`config.mk`:
```
export PLATFORM = sky130hd
export DESIGN_NAME = serial_master_port
export DESIGN_NICKNAME = d
export VERILOG_FILES = /design/src/rtl/serial_master_port.sv
export SDC_FILE = /design/constraint.sdc
export NUM_CORES = 1
export LEC_CHECK = 0
export BUFFER_PORTS_ARGS = -buffer_cell sky130_fd_sc_hd__buf_2
export CORE_MARGIN = 2
export CORE_UTILIZATION = 59
export CTS_BUF_LIST = sky130_fd_sc_hd__clkbuf_4 sky130_fd_sc_hd__clkbuf_8
export DETAILED_ROUTE_END_ITERATION = 10
export PLACE_DENSITY = 0.84
export SLEW_MARGIN = 5
export SYNTH_ARGS = -nofsm -noshare
export SYNTH_HDL_FRONTEND = slang
export SYNTH_SLANG_ARGS = --single-unit
```
`constraint.sdc`:
```
create_clock -name clk -period 3.5 [get_ports clk]
set_input_delay 0.35 -clock clk [delete_from_list [all_inputs] [get_ports clk]]
set_output_delay 0.35 -clock clk [all_outputs]
set_load 0.1 [all_outputs]
```
`src/rtl/serial_master_port.sv`:
```
// Serial bus master: frames a host request onto control, shifts write words out on wD, shifts read words in from rD.
// Frame starts the cycle after start; write stalls on ready/wr_valid, read capture pauses while ready is low.
module serial_master_port #(
    parameter int SLAVES     = 3,
    parameter int ADDR_DEPTH = 2000,
    parameter int DATA_WIDTH = 32,
    parameter int MAX_BURST  = 256,
    parameter int TIMEOUT    = 64,
    localparam int SLAVEID    = $clog2(SLAVES),
    localparam int ADDR_WIDTH = $clog2(ADDR_DEPTH),
    localparam int LEN_W      = $clog2(MAX_BURST + 1)
) (
    input  logic                  clk,
    input  logic                  rst,
    input  logic                  start,
    input  logic [SLAVEID-1:0]    slave_id,
    input  logic                  rw,
    input  logic                  burst,
    input  logic [ADDR_WIDTH-1:0] start_addr,
    input  logic [LEN_W-1:0]      burst_len,
    input  logic [DATA_WIDTH-1:0] wr_data,
    input  logic                  wr_valid,
    output logic                  wr_ready,
    output logic [DATA_WIDTH-1:0] rd_data,
    output logic                  rd_valid,
    output logic                  busy,
    output logic                  done,
    output logic                  err,
    output logic                  control,
    output logic                  wD,
    output logic                  valid,
    output logic                  last,
    input  logic                  rD,
    input  logic                  ready
);
    localparam int F   = 3 + SLAVEID + 2 + ADDR_WIDTH;
    localparam int FCW = $clog2(F + 1);
    localparam int SCW = $clog2(DATA_WIDTH) + 1;
    localparam int TCW = $clog2(TIMEOUT + 1);

    typedef enum logic [2:0] {IDLE, CTRL, W_WAIT, W_SHIFT, R_WAIT, R_SHIFT, FIN} state_t;

    state_t                state;
    logic [F-1:0]          frame_sh;
    logic [F-1:0]          frame_w;
    logic [FCW-1:0]        fcnt;
    logic [SCW-1:0]        bcnt;
    logic [TCW-1:0]        tcnt;
    logic [LEN_W-1:0]      nwords;
    logic [LEN_W-1:0]      widx;
    logic [DATA_WIDTH-1:0] sh;
    logic                  rw_q;
    logic                  ready_q;
    logic                  last_q;
    logic                  final_word;
    logic                  next_final;
    logic                  rd_first;
    logic                  bit_end;
    logic                  req_bad;

    assign frame_w    = {3'b111, slave_id, rw, burst, start_addr};
    assign final_word = (widx == nwords - LEN_W'(1));
    assign next_final = (widx + LEN_W'(1) == nwords - LEN_W'(1));
    assign bit_end    = (bcnt == SCW'(DATA_WIDTH - 1));
    assign rd_first   = (state == R_WAIT) && ready && !ready_q;
    assign req_bad    = (32'(start_addr) >= 32'(ADDR_DEPTH)) ||
                        (burst && (32'(burst_len) > 32'(MAX_BURST)));

    // Acceptance is only offered when the word will actually be loaded this edge.
    assign wr_ready = wr_valid && (((state == W_WAIT) && ready) ||
                                   ((state == W_SHIFT) && bit_end && !final_word));
    // The first read bit is captured in R_WAIT, before the registered flag can rise.
    assign last     = last_q || (rd_first && final_word);

    always_ff @(posedge clk) begin
        if (rst) begin
            state    <= IDLE;
            frame_sh <= '0;
            fcnt     <= '0;
            bcnt     <= '0;
            tcnt     <= '0;
            nwords   <= '0;
            widx     <= '0;
            sh       <= '0;
            rw_q     <= 1'b0;
            ready_q  <= 1'b0;
            last_q   <= 1'b0;
            rd_data  <= '0;
            rd_valid <= 1'b0;
            busy     <= 1'b0;
            done     <= 1'b0;
            err      <= 1'b0;
            control  <= 1'b0;
            wD       <= 1'b0;
            valid    <= 1'b0;
        end else begin
            ready_q  <= ready;
            done     <= 1'b0;
            err      <= 1'b0;
            rd_valid <= 1'b0;
            case (state)
                IDLE: begin
                    if (start) begin
                        if (req_bad) begin
                            err <= 1'b1;
                        end else begin
                            state    <= CTRL;
                            busy     <= 1'b1;
                            control  <= frame_w[F-1];
                            frame_sh <= frame_w << 1;
                            fcnt     <= '0;
                            rw_q     <= rw;
                            nwords   <= (burst && burst_len != '0) ? burst_len : LEN_W'(1);
                            widx     <= '0;
                        end
                    end
                end
                CTRL: begin
                    if (fcnt == FCW'(F - 1)) begin
                        control <= 1'b0;
                        tcnt    <= '0;
                        state   <= rw_q ? W_WAIT : R_WAIT;
                    end else begin
                        control  <= frame_sh[F-1];
                        frame_sh <= frame_sh << 1;
                        fcnt     <= fcnt + FCW'(1);
                    end
                end
                W_WAIT: begin
                    if (ready) begin
                        tcnt <= '0;
                        if (wr_valid) begin
                            sh     <= wr_data << 1;
                            wD     <= wr_data[DATA_WIDTH-1];
                            valid  <= 1'b1;
                            last_q <= final_word;
                            bcnt   <= '0;
                            state  <= W_SHIFT;
                        end
                    end else if (tcnt == TCW'(TIMEOUT - 1)) begin
                        err   <= 1'b1;
                        busy  <= 1'b0;
                        state <= IDLE;
                    end else begin
                        tcnt <= tcnt + TCW'(1);
                    end
                end
                W_SHIFT: begin
                    if (bit_end) begin
                        if (final_word) begin
                            valid  <= 1'b0;
                            wD     <= 1'b0;
                            last_q <= 1'b0;
                            done   <= 1'b1;
                            busy   <= 1'b0;
                            state  <= FIN;
                        end else begin
                            widx <= widx + LEN_W'(1);
                            if (wr_valid) begin
                                sh     <= wr_data << 1;
                                wD     <= wr_data[DATA_WIDTH-1];
                                last_q <= next_final;
                                bcnt   <= '0;
                            end else begin
                                valid  <= 1'b0;
                                wD     <= 1'b0;
                                last_q <= 1'b0;
                                tcnt   <= '0;
                                state  <= W_WAIT;
                            end
                        end
                    end else begin
                        wD   <= sh[DATA_WIDTH-1];
                        sh   <= sh << 1;
                        bcnt <= bcnt + SCW'(1);
                    end
                end
                R_WAIT: begin
                    if (ready) begin
                        tcnt <= '0;
                        if (!ready_q) begin
                            sh     <= {sh[DATA_WIDTH-2:0], rD};
                            bcnt   <= SCW'(1);
                            last_q <= final_word;
                            state  <= R_SHIFT;
                        end
                    end else if (tcnt == TCW'(TIMEOUT - 1)) begin
                        err   <= 1'b1;
                        busy  <= 1'b0;
                        state <= IDLE;
                    end else begin
                        tcnt <= tcnt + TCW'(1);
                    end
                end
                R_SHIFT: begin
                    if (ready) begin
                        if (bit_end) begin
                            rd_data  <= {sh[DATA_WIDTH-2:0], rD};
                            rd_valid <= 1'b1;
                            bcnt     <= '0;
                            if (final_word) begin
                                last_q <= 1'b0;
                                done   <= 1'b1;
                                busy   <= 1'b0;
                                state  <= FIN;
                            end else begin
                                widx   <= widx + LEN_W'(1);
                                last_q <= next_final;
                            end
                        end else begin
                            sh   <= {sh[DATA_WIDTH-2:0], rD};
                            bcnt <= bcnt + SCW'(1);
                        end
                    end
                end
                FIN: begin
                    state <= IDLE;
                end
                default: begin
                    state <= IDLE;
                end
            endcase
        end
    end
endmodule

```
==> results.yml <==
die:
  core_um2: 11300
  die_h_um: 111
  start_util: 0.602
  num_io_pins: 103
  rows: 39
  fp.dieArea_um2: 12400
  die_x_um: 111
setup_path:
  setup.worst_path.start_class: "flip-flop"
  path_class: "flip-flop to primary output"
  r2r_end: "sh[2]"
  regToRegSetupSlack_ns: 0.31
  reg2reg_depth: 11
  arrival_ns: 3.08
  cp-end-kind: "primary output"
  cp.required_ns: 3.15
  critPathMaxFanout: 3
  rr_startpoint: "nwords[0]"
cells_and_area:
  antenna-diode-count: 0
  regArea_um2: 2610
  syn2layout_area_growth_pct: 16.2
  drive_gt1_frac: 0.209
  fin_area_um2: 7920
  final_nets: 998
  nFillCells: 926
  multi_input_area_um2: 3970
routing:
  drc: 0
  routedWlPerCell_um: 16.1
  num_vias: 6657
  drt_first_iter_violations: 450
  dr.pass1.iters: 5
  drt_wl_total_mm: 17.5
  ant_nets: 0
  vias_per_cell: 6.14
place:
  gp_congestion: 0.840
  hpwlAfterDp_mm: 11.6
  port_buffers: 102
  dpl_cell_area_um2: 7460
sta:
  setup-violations-final: 0
  setup_tns_ns: 0
  fmax_mhz: 291
  finalHoldViolCount: 0
  slew_violations: 0
  finClkSkew_ns: 0.0115
  final.period_utilization: 0.980
  rsz0062_at_grt: "true"
  relSlewSlack: 0.395
  worst_pin_slew_ns: 0.908
  holdWs_ns: 0.138
  period_needed_ns: 3.43
synthesis:
  muxShareOfSynthArea: 0.0707
  yosysMostFrequentCell: "nand2_1"
  synth_top_area_cell: "dfxtp_1"
  synth-seq-cells: 130
  async_flop_share: 0
  ys_warn_count: 0
  synth_cell_types: 67
  synth_top_family_by_area: "compound AO/OA/AOI/OAI gates"
  synth_cells: 848
  synth_ff_type: "dfxtp_1"
  synthTopCellsByCount: "nand2_1 (142), dfxtp_1 (130), a21oi_1 (99)"
  synth-simple-area-share: 0.208
  yosys-top-cells-area: "dfxtp_1 (38%), nand2_1 (7.8%), a21oi_1 (7.3%)"
  synth_compound_area_frac: 0.251
  synth_edf_count: 0
  synth-xor-area-share: 0.0296
  syn_nets: 916
  synthAdderAreaFrac: 0.0110
  synth_area_um2: 6810
  synth_top_area_frac: 0.382
  synth_area_per_cell_um2: 8.03
  ys_seq_area_frac: 0.382
clock_tree:
  htreeDepth: 4
  insertion_delay_ns: 0.45
  cts_buffers: 17
  cts_tree: "done"
  cts.sinks: 130
  root_buffer: "clkbuf_8"
  path_clk_slew_ns: 0.08
  clk_path_buf_depth: 2
min_path:
  hold_path_class: "input pin to flip-flop"
  hold_start: "start_addr[0]"
  holdPathEnd: "frame_sh[1]"
  whs_path_depth: 3
global_routing:
  grtUsageTotal: 0.285
  antenna_found_initial: 0
  grt_max_degree: 84
  grt_pass1_wl_mm: 29.7
  grt_pass1_vias: 6210
  overflow: 0
power:
  vdd_drop_max_v: 0.000440
  p_per_area_nw_per_um2: 575
  power_leakage_nw: 3.11
flow_run:
  drv_cap: 0
run_status:
  outcome: "finished clean"
[critical path, cell delays in order (launching register included)]
cell	delay, ns
dfxtp_2	0.33
inv_2	0.07
ha_4	0.13
or4b_4	0.46
or2_4	0.25
or4_4	0.43
a221oi_4	0.31
nand2_2	0.14
o41ai_4	0.29
buf_12	0.22
[per-stage QoR]
| stage | std cells | worst slack, ns | utilization | total power [W] |
|---|---|---|---|---|
| global placement | 1048 | 0.207 | 0.659 | 0.00326 |
| floorplan | 848 | -0.381 | - | 0.00296 |
| finish | 1085 | 0.0693 | 0.699 | 0.00455 |
| global route | 1085 | -0.0272 | 0.699 | 0.00480 |
| detailed placement | 1048 | 0.154 | 0.659 | 0.00329 |
| CTS | 1085 | -0.121 | 0.698 | 0.00453 |
[how the worst max path moves through the flow]
stage,startpoint,to,cells past startpoint
3_3_place_gp,nwords[0],last,9
4_1_cts,nwords[0],last,9
3_5_place_dp,nwords[0],sh[15],10
5_1_grt,nwords[0],last,9
2_1_floorplan,nwords[0],last,8
6_report,nwords[0],last,9
[sequential cells by signal (all words and copies together), names as in the netlist]
name and cells:
fcnt 5, wD 1, nwords 9, frame_sh 17, ready_q 1, sh 32, last_q 1, rd_valid 1
done 1, rd_data 32, bcnt 6, rw_q 1, err 1, tcnt 7, widx 9, valid 1
control 1, busy 1, state 3
[cells in the final DEF (no fill, tap or decap), types with 7 or more instances in the layout]
master     synthesis  final
a21oi_1           99     98
o21ai_0           61     61
buf_4              0     32
xnor2_1           13     13
nand2b_1          12     12
a211oi_1          18     18
nand2_1          142    142
o2111ai_1         32     32
clkbuf_8           0     19
xor2_1            10     10
and3_1            14     14
nand3_1           22     22
nor3_1            19     19
nand4_1            7      7
nand3b_1           8      8
buf_2              5     99
mux2i_1           47     47
nor2_1            44     41
dfxtp_1          130    127
[kinds of logic after synthesis]
group	after synthesis
AO/OA/AOI/OAI	262
multiplexers	48
buffers and inverters	79
AND/OR/NAND/NOR	300
flip-flops	130
adder cells (fa/ha/maj)	6
XOR/XNOR	23
[area by class of cell]
cell class	instances	area share
multi-input combinational	639	0.502
sequential	130	0.329
timing repair buffer	132	0.0955
clock buffer	22	0.0359
tap	143	0.0226
clock inverter	9	0.0104
inverter	10	0.00474
[where the power goes]
part	switching [W]	internal, W	total, W
sequential	0.000149	0.00165	0.00180
combinational	0.000960	0.000573	0.00153
clock	0.000603	0.000616	0.00122
total	0.00171	0.00284	0.00455
[layer usage]
metal	up-vias	global-route usage	part of all wire
met2	223	0.489	0.49
met3	33	0.0593	0.058
li1	3264	-	-
met1	3137	0.361	0.43
met4	0	0.0930	0.016
met5	-	0	0
[what timing repair did]
item                                    4_1_cts  5_1_grt
pin swaps                                     4        3
endpoints found under the setup margin        2        2
hold buffers                                  0        0
setup buffers                                 6        0
gates resized for setup                      11        2
(Power assumes the default switching activity.)
